[src/rtl/cbus_pkg.sv]
// cbus_pkg: shared request/response types of the cache bus (cbus).
//   cbus_req_t  : valid, is_write, size, addr, strobe, data, len (beats-1), burst
//   cbus_resp_t : ready, last, data
package cbus_pkg;

  typedef struct packed {
    logic        valid;
    logic        is_write;
    logic [2:0]  size;
    logic [31:0] addr;
    logic [3:0]  strobe;
    logic [31:0] data;
    logic [7:0]  len;
    logic [1:0]  burst;
  } cbus_req_t;

  typedef struct packed {
    logic        ready;
    logic        last;
    logic [31:0] data;
  } cbus_resp_t;

endpackage

[src/rtl/cbus_arbiter_if.sv]
// cbus_arbiter_if: bundle of the arbiter's bus-side signals.
//   ireqs  : NUM_REQ cache-side requests   (into the arbiter)
//   iresps : NUM_REQ cache-side responses  (out of the arbiter)
//   oreq   : request to the memory-side cbus (out of the arbiter)
//   oresp  : response from the memory side   (into the arbiter)
// Modports:
//   slave  : the arbiter itself
//   master : the surrounding environment (caches + memory side)
interface cbus_arbiter_if #(
  parameter int NUM_REQ = 2
);
  import cbus_pkg::*;

  cbus_req_t  [NUM_REQ-1:0] ireqs;
  cbus_resp_t [NUM_REQ-1:0] iresps;
  cbus_req_t                oreq;
  cbus_resp_t               oresp;

  modport slave  (input ireqs, input oresp, output iresps, output oreq);
  modport master (output ireqs, output oresp, input iresps, input oreq);

endinterface

[src/rtl/cbus_arbiter.sv]
// cbus_arbiter: shares one memory-side cbus between NUM_REQ cache masters.
// One requester is granted at a time; the grant is held for the whole burst
// (until oresp.ready && oresp.last) and the response is routed only to the
// owner. Default arbitration is round-robin starting at rr_ptr.
//
// Optional build macro: CBUS_ARB_FIXED_PRIO_EN
//   defined   -> fixed priority, lowest valid index wins, no rr_ptr
//   undefined -> round-robin
//
// Ports:
//   clk    : system clock
//   reset  : asynchronous reset, active high
//   bus    : cbus_arbiter_if.slave (ireqs, iresps, oreq, oresp)
//   busy   : high while a transaction is granted
//   owner  : index of the current grant holder, 0 when idle
module cbus_arbiter #(
  parameter  int NUM_REQ = 2,
  localparam int IDX_W   = (NUM_REQ > 2) ? $clog2(NUM_REQ) : 1
) (
  input  logic               clk,
  input  logic               reset,
  cbus_arbiter_if.slave      bus,
  output logic               busy,
  output logic [IDX_W-1:0]   owner
);

  localparam logic [0:0] ST_IDLE  = 1'b0;
  localparam logic [0:0] ST_GRANT = 1'b1;

  logic [0:0]       state_q, state_d;
  logic [IDX_W-1:0] sel_q, sel_d;
  logic [IDX_W-1:0] owner_q, owner_d;
  logic [IDX_W-1:0] rr_ptr;
  logic [IDX_W-1:0] winner;
  logic             found;
  int               idx;

`ifdef CBUS_ARB_FIXED_PRIO_EN
  // Searching from index 0 every time gives lowest-index priority.
  assign rr_ptr = '0;
`else
  logic [IDX_W-1:0] rr_ptr_q, rr_ptr_d;
  assign rr_ptr = rr_ptr_q;
`endif

  // First valid requester scanning upward from rr_ptr with wrap-around.
  always_comb begin
    winner = '0;
    found  = 1'b0;
    idx    = 0;
    for (int k = 0; k < NUM_REQ; k++) begin
      idx = int'(rr_ptr) + k;
      if (idx >= NUM_REQ) idx = idx - NUM_REQ;
      if (!found && bus.ireqs[idx].valid) begin
        found  = 1'b1;
        winner = IDX_W'(idx);
      end
    end
  end

  always_comb begin
    state_d = state_q;
    sel_d   = sel_q;
    owner_d = owner_q;
`ifndef CBUS_ARB_FIXED_PRIO_EN
    rr_ptr_d = rr_ptr_q;
`endif
    case (state_q)
      ST_IDLE: begin
        if (found) begin
          state_d = ST_GRANT;
          sel_d   = winner;
          owner_d = winner;
        end
      end
      ST_GRANT: begin
        // Grant is held until last, even if the owner drops valid early.
        if (bus.oresp.ready && bus.oresp.last) begin
          state_d = ST_IDLE;
          owner_d = '0;
`ifndef CBUS_ARB_FIXED_PRIO_EN
          rr_ptr_d = (sel_q == IDX_W'(NUM_REQ - 1)) ? '0 : sel_q + IDX_W'(1);
`endif
        end
      end
      default: state_d = ST_IDLE;
    endcase
  end

  always_ff @(posedge clk or posedge reset) begin
    if (reset) begin
      state_q  <= ST_IDLE;
      sel_q    <= '0;
      owner_q  <= '0;
`ifndef CBUS_ARB_FIXED_PRIO_EN
      rr_ptr_q <= '0;
`endif
    end else begin
      state_q  <= state_d;
      sel_q    <= sel_d;
      owner_q  <= owner_d;
`ifndef CBUS_ARB_FIXED_PRIO_EN
      rr_ptr_q <= rr_ptr_d;
`endif
    end
  end

  // Routing depends only on registered state, so there is no oresp->oreq
  // path, and an asynchronous reset drops oreq.valid immediately.
  always_comb begin
    bus.oreq = '0;
    for (int i = 0; i < NUM_REQ; i++) bus.iresps[i] = '0;
    if (state_q == ST_GRANT) begin
      bus.oreq          = bus.ireqs[sel_q];
      bus.iresps[sel_q] = bus.oresp;
    end
  end

  assign busy  = (state_q == ST_GRANT);
  assign owner = owner_q;

endmodule

[src/flat_wrapper.sv]
// flat-port wrapper written by rule: the top's interface ports become plain ports
module cbus_arbiter_flat 
#(
  parameter  int NUM_REQ = 2,
  localparam int IDX_W   = (NUM_REQ > 2) ? $clog2(NUM_REQ) : 1
)
  (clk, reset, busy, owner, bus_ireqs, bus_oresp, bus_iresps, bus_oreq);
  cbus_arbiter_if #(.NUM_REQ(NUM_REQ)) bus_i ();
  input  logic clk;
  input  logic reset;
  output logic busy;
  output logic [IDX_W-1:0] owner;
  input wire logic [$bits(bus_i.ireqs)-1:0] bus_ireqs;
  input wire logic [$bits(bus_i.oresp)-1:0] bus_oresp;
  output wire logic [$bits(bus_i.iresps)-1:0] bus_iresps;
  output wire logic [$bits(bus_i.oreq)-1:0] bus_oreq;
  assign bus_i.ireqs = bus_ireqs;
  assign bus_i.oresp = bus_oresp;
  assign bus_iresps = bus_i.iresps;
  assign bus_oreq = bus_i.oreq;
  cbus_arbiter #(.NUM_REQ(NUM_REQ)) u_core (.clk(clk), .reset(reset), .bus(bus_i), .busy(busy), .owner(owner));
endmodule
[config.mk]
export PLATFORM = sky130hd
export DESIGN_NAME = cbus_arbiter_flat
export DESIGN_NICKNAME = d
export VERILOG_FILES = /design/src/rtl/cbus_pkg.sv /design/src/rtl/cbus_arbiter_if.sv /design/src/rtl/cbus_arbiter.sv /design/src/flat_wrapper.sv
export SDC_FILE = /design/constraint.sdc
export NUM_CORES = 1
export LEC_CHECK = 0
export CAP_MARGIN = 40
export CELL_PAD_IN_SITES_DETAIL_PLACEMENT = 1
export CELL_PAD_IN_SITES_GLOBAL_PLACEMENT = 2
export CORE_ASPECT_RATIO = 0.8
export CORE_MARGIN = 2
export CORE_UTILIZATION = 10
export CTS_CLUSTER_DIAMETER = 150
export CTS_CLUSTER_SIZE = 16
export DETAILED_ROUTE_END_ITERATION = 7
export GPL_TIMING_DRIVEN = 0
export PLACE_DENSITY_LB_ADDON = 0.1
export SLEW_MARGIN = 20
export SYNTH_ARGS = -nofsm -noshare
export SYNTH_HDL_FRONTEND = slang
export SYNTH_SLANG_ARGS = --single-unit
[constraint.sdc]
create_clock -name clk -period 1.1 [get_ports clk]
set_input_delay 0.22 -clock clk [delete_from_list [all_inputs] [get_ports clk]]
set_output_delay 0.22 -clock clk [all_outputs]
set_load 0.1 [all_outputs]
==> results <==
synthesized netlist by cell type:
master,n
mux2_2,1
and2_1,34
clkbuf_1,14
inv_1,3
nor2b_1,85
and3_1,35
buf_4,4
nand2b_1,1
dfrtp_1,4
buf_6,1
nor2_1,1
o22ai_1,1
o32ai_1,1
mux2i_1,83
nor3_1,1
and2b_2,1
buf_8,9
buf_2,1
logic make-up after synthesis:
family | Yosys count | share of synthesized area (%)
buffers and inverters | 32 | 11.2
and+or+nand+nor | 158 | 45.1
AOI/OAI and AO/OA | 2 | 0.686
muxes | 84 | 38.5
DFF | 4 | 4.57
cell usage in the layout, fill, tap and decap left out, drive strengths merged, types with 3 or more instances in the layout:
cell type,netlist,routed
and3,35,35
and2,34,34
dfrtp,4,4
clkdlybuf4s50,0,201
clkbuf,14,66
mux2i,83,83
inv,3,3
nor2b,85,85
buf,15,178
metal layers:
metal,up-vias,part of all wire [%]
li1,1784,-
met1,1831,36
met2,194,56
met3,12,6.9
met4,2,1.2
met5,-,0.085
power breakdown:
group | switching (mW) | internal, mW
clock | 0.0947 | 0.464
sequential | 0.0426 | 0.192
combinational | 11.0 | 9.07
per-stage QoR:
step	std cells	power, mW
2_1_floorplan	280	10.7
3_3_place_gp	909	13.7
3_5_place_dp	1062	18.5
4_1_cts	993	19.9
5_1_grt	971	21.5
6_report	971	20.9
critical path: stages, from the launching register on:
cell and delay, ps:
dfrtp_2 420, buf_6 130, clkbuf_16 150, buf_12 130, buf_12 140, mux2i_2 150
nor2b_2 100, buf_2 130, buf_12 170
how the worst max path moves through the flow:
| stage | endpoint | slack [ps] | cells after the start |
|---|---|---|---|
| after floorplan | bus_oreq[10] | -960 | 3 |
| after global placement | bus_iresps[56] | -1520 | 4 |
| after detailed placement | bus_iresps[56] | -1150 | 5 |
| after CTS | bus_iresps[26] | -1160 | 5 |
| after global routing | bus_oreq[43] | -940 | 8 |
| final | bus_oreq[43] | -870 | 8 |
repair_timing:
action / 4_1_cts / 5_1_grt
setup buffers: 3 / 39
hold buffers: 0 / 0
resized for setup: 323 / 169
setup endpoints to repair: 156 / 156
pin swaps: 0 / 23
hold endpoints to repair: 0 / 0
cloned: 0 / 17
sequential cells by signal (all words and copies together), names as in the netlist:
| signal | count |
|---|---|
| u_core.sel_q | 1 |
| u_core.busy | 1 |
| u_core.rr_ptr | 1 |
| u_core.owner | 1 |
cell type report:
class	instances	area (µm²)
Tap cell	275	344
Buffer	28	479
Inverter	3	11.3
Timing Repair Buffer	414	6490
Fill cell	2036	10900
Multi-Input combinational cell	244	3130
Clock buffer	3	75.1
Sequential cell	4	106
==> results.cfg <==
[status]
status = complete, but fails checks
violations = negative setup slack

[logic_synthesis]
yosysSeqAreaShare_pct = 4.57
postSynthAreaPerCell_um2 = 7.82
ys_types = 18
ys_ff_latch = 4
ys_warn_count = 0
yosysTopAreaCell = mux2i_1
syn_inst = 280
synthDominantCellAreaShare_pct = 37.9
syn_nets = 482
yosys-top-cells-area = mux2i_1, nor2b_1, and3_1
synth_area_um2 = 2190

[timing]
skew_ps = 1.06
rsz0062_at_grt = true
fin_hold_ws_ps = 195
finalHoldViolCount = 0
setup_slack_ps = -872
finalSetupViolations = 156
min_period_ps = 1970
slew_headroom_pct = 81.1
tns_ps = -110940
fin_crit_sh_pct = 179
tightest_slew_ps = 276
slew_violations = 0
fmax_mhz = 507

[floorplan]
start_util_pct = 10.2
core-area_um2 = 21600
die_area_um2 = 23100
fp.dieW_um = 169
io_pins = 355
num_rows = 48
dieHeight_um = 136

[pwr]
cellLeakagePower_nw = 4.60
powerDensity_nw_per_um2 = 1960
vdd_drop_max_uv = 846

[global_route]
busiest_layer = met2
grt_usage_pct = 15.1
gr-total-overflow = 0
grt_util_met1_pct = 16.4
grt_start_max_net_pins = 11
grt_pass1_wl_mm = 26.8
antenna_found_initial = 1
grt_pass1_vias = 4407
use_met2_pct = 30.1
use_met3_pct = 3.61

[layout]
drive_gt1_share_pct = 67.4
n_antenna_cell = 0
finalNetCount = 900
final_core_util_pct = 49.3
final_area_um2 = 10600
synthToLayoutAreaGrowth_pct = 386

[cts]
clock_path_buffers = 2
clk_latency_ps = 220
numCtsBuffers = 3
cts_tree = yes
htree_levels = 1
cts.clk_slew.worst_paths_ps = 30
root_buffer = clkbuf_16
clkSinkCount = 4

[critical_path]
startpoint_type = register
r2r_slack_ps = -280
regToRegEndpoint = u_core.busy
worstSetupPathType = reg2out
rr_worst_depth = 7
cp-end-kind = output port
crit_arrival_ps = 1750
r2r-start = u_core.busy
crit_start = u_core.sel_q
required_ps = 880
crit_fanout = 5

[job]
maxCapViolations = 0

[routing]
via_per_inst = 3.94
drc = 0
drtIter0Drc = 63
wirelength_mm = 20.1
wire_per_inst_um = 20.7
vias = 3823
first_pass_iters = 4
ant_nets = 0

[placement]
dp_hpwl_mm = 15.8
pre_cts_slack_ps = -1150
place.gp.congestion = 0.737
dpl_cell_area_um2 = 9840
portBuffers = 354

[min_path]
min_path_type = in2async
No activity file was read; power rests on OpenSTA's default activity.
==> variant: new RTL, config.mk and constraints unchanged <==
The option `CBUS_ARB_FIXED_PRIO_EN` is turned on by a define.
--- a/src/rtl/cbus_arbiter.sv
+++ b/src/rtl/cbus_arbiter.sv
@@ -14,4 +14,6 @@
 //   busy   : high while a transaction is granted
 //   owner  : index of the current grant holder, 0 when idle
+`define CBUS_ARB_FIXED_PRIO_EN
+
 module cbus_arbiter #(
   parameter  int NUM_REQ = 2,
Behaviour: not the same (Yosys sat finds a counterexample within 4 cycles, from zero or initial values and one cycle with reset high).
==> variant against the original RTL <==
Sequential share of layout area shrank 0.25 points. The flow still finishes with violations (setup timing). Cell area grew 1.3%. Synthesized area up 2.2%. Sequential cell count down 1. Clock skew increased by 0.50 ps. Total power shrank 14%. Setup slack got worse by 30 ps. Global-route usage grew 0.75 points. Count of clock-buffer cells in the layout is 1 higher. Routed wire length is 0.96% higher. Combinational power fell by 14%. First-iteration DRC count grew 29%.
==> variant: results (changes against the original RTL) <==
* Total Routed Length at 20300 um (+0.96%)
* Nets at 898 (-0.22%)
* Endpoints failing setup at 156 (unchanged)
* GRT Util Overall at 0.158 (+0.00747)
* Final WS setup at -902 ps (-30.0 ps)
* Seq/Total Area, Yosys at 0.0336 (-0.0122)
* Slowest Stage Delay on Critical Path at 470 ps (+50 ps)
* Total Negative Setup Slacks at -109610 ps (+1330 ps)
* Share of cells above drive strength 1 at 0.698 (+0.0240)
* CP arrival at 1780 ps (+30 ps)
* Post-DP HPWL at 16700 um (+5.8%)
* Clock Skew at 1.56 ps (+0.504 ps)
* Status: finished with violations
* Actual slew at the worst max-slew pin at 311 ps (+34.3 ps)
* DRT iter0 DRCs at 81 (+29%)
* Vias in the first global route at 4700 (+6.6%)
* CTS H-Tree Depth at 1 (unchanged)
* FILL cells at 2103 (+3.3%)
* GPL Wtd Cong at 0.703 (-4.5%)
* Violated checks: setup timing
* Initial antenna violation count at 0 (-1)
* First-pass GRT wire length at 28300 um (+5.6%)
* Post-synth top cells: nor2b_1 (84), mux2i_1 (83), and3_1 (35), and2_1 (34), buf_2 (11)
* Synthesized Nets at 481 (-0.21%)
* Leakage at 4.63 nW (+0.71%)
* CP max stage cell: dfrtp_4
* Largest cells by area after synthesis: mux2i_1 (37%), nor2b_1 (23%), and3_1 (9.8%)
* DR vias at 3819 (-0.10%)
* Peak VDD IR at 0.793 mV (-6.3%)
variant: cell count changes after synthesis, sizes merged:
cell    delta
nand2      +1
nor2b      -1
a21oi      +2
buf       +11
o22ai      -1
clkbuf    -10
inv        -1
mux2       -1
dfrtp      -1
variant: metal layers:
metal | routed length, um | GRT usage | vias up
met5 | 0 | 0 | -
met3 | 1350 | 0.0259 | 18
li1 | - | - | 1783
met4 | 371 | 0.0381 | 0
met2 | 11600 | 0.327 | 186
met1 | 6910 | 0.165 | 1832
variant: path summary, 6_finish.rpt:
kind                       slack [ps]  depth (start not counted)            end         start
max in group asynchronous         800                          2    u_core.busy         reset
min in group clk                  700                          3   u_core.owner  u_core.owner
setup / recovery                 -900                          8  bus_iresps[4]   u_core.busy
hold reg to reg                   700                          3   u_core.owner  u_core.owner
setup reg to reg                 -250                          6    u_core.busy   u_core.busy
hold / removal                    160                          2   u_core.owner         reset
variant: cells by family after synthesis:
| logic type | after synthesis | synth area share |
|---|---|---|
| AO/OA/AOI/OAI | 3 | 0.00839 |
| buffers and inverters | 32 | 0.146 |
| flip-flops | 3 | 0.0336 |
| multiplexers | 83 | 0.371 |
| AND/OR/NAND/NOR | 158 | 0.441 |
variant: final cells by class:
cell class / instances / area (um2) / area share
repair buffers: 413 / 6300 / 0.585
plain buffers: 29 / 497 / 0.0461
multi-input cells: 244 / 3440 / 0.319
clock buffers: 4 / 78.8 / 0.00731
inverters: 2 / 10.0 / 0.000929
well taps: 300 / 375 / 0.0348
flip-flops and latches: 3 / 81.3 / 0.00754
variant: worst reg2reg max path, stage by stage, from the launching register on:
cell     delay [ps]
dfrtp_4         470
buf_8           140
buf_4           130
buf_12          140
buf_6           120
nor3_4          170
a21oi_1          60
variant: metrics by stage:
| stage | cells | area [um2] | hold slack [ps] | util | setup slack (ps) |
|---|---|---|---|---|---|
| floorplan | 279 | 3200 | -26.4 | - | -693 |
| global route | 995 | 10800 | 187 | 0.496 | -939 |
| global placement | 933 | 7110 | 397 | 0.327 | -1330 |
| finish | 995 | 10800 | 163 | 0.496 | -902 |
| CTS | 1045 | 10500 | 169 | 0.484 | -1200 |
| detailed placement | 1086 | 10400 | 403 | 0.477 | -986 |
variant: power by group through the flow:
stage	Clock, mW	Sequential (mW)	Combinational, mW
global route	0.599	0.154	17.6
CTS	0.585	0.146	16.6
finish	0.576	0.151	17.2
detailed placement	0	0.147	16.2
global placement	0	0.145	12.0
floorplan	0	0.197	9.29
variant: what timing repair did:
item | 4_1_cts | 5_1_grt
resized for setup | 218 | 185
pin swaps | 0 | 13
endpoints found under the hold margin | 0 | 0
cloned | 0 | 9
setup endpoints to repair | 156 | 156
hold buffers | 0 | 0
buffers inserted | 10 | 28
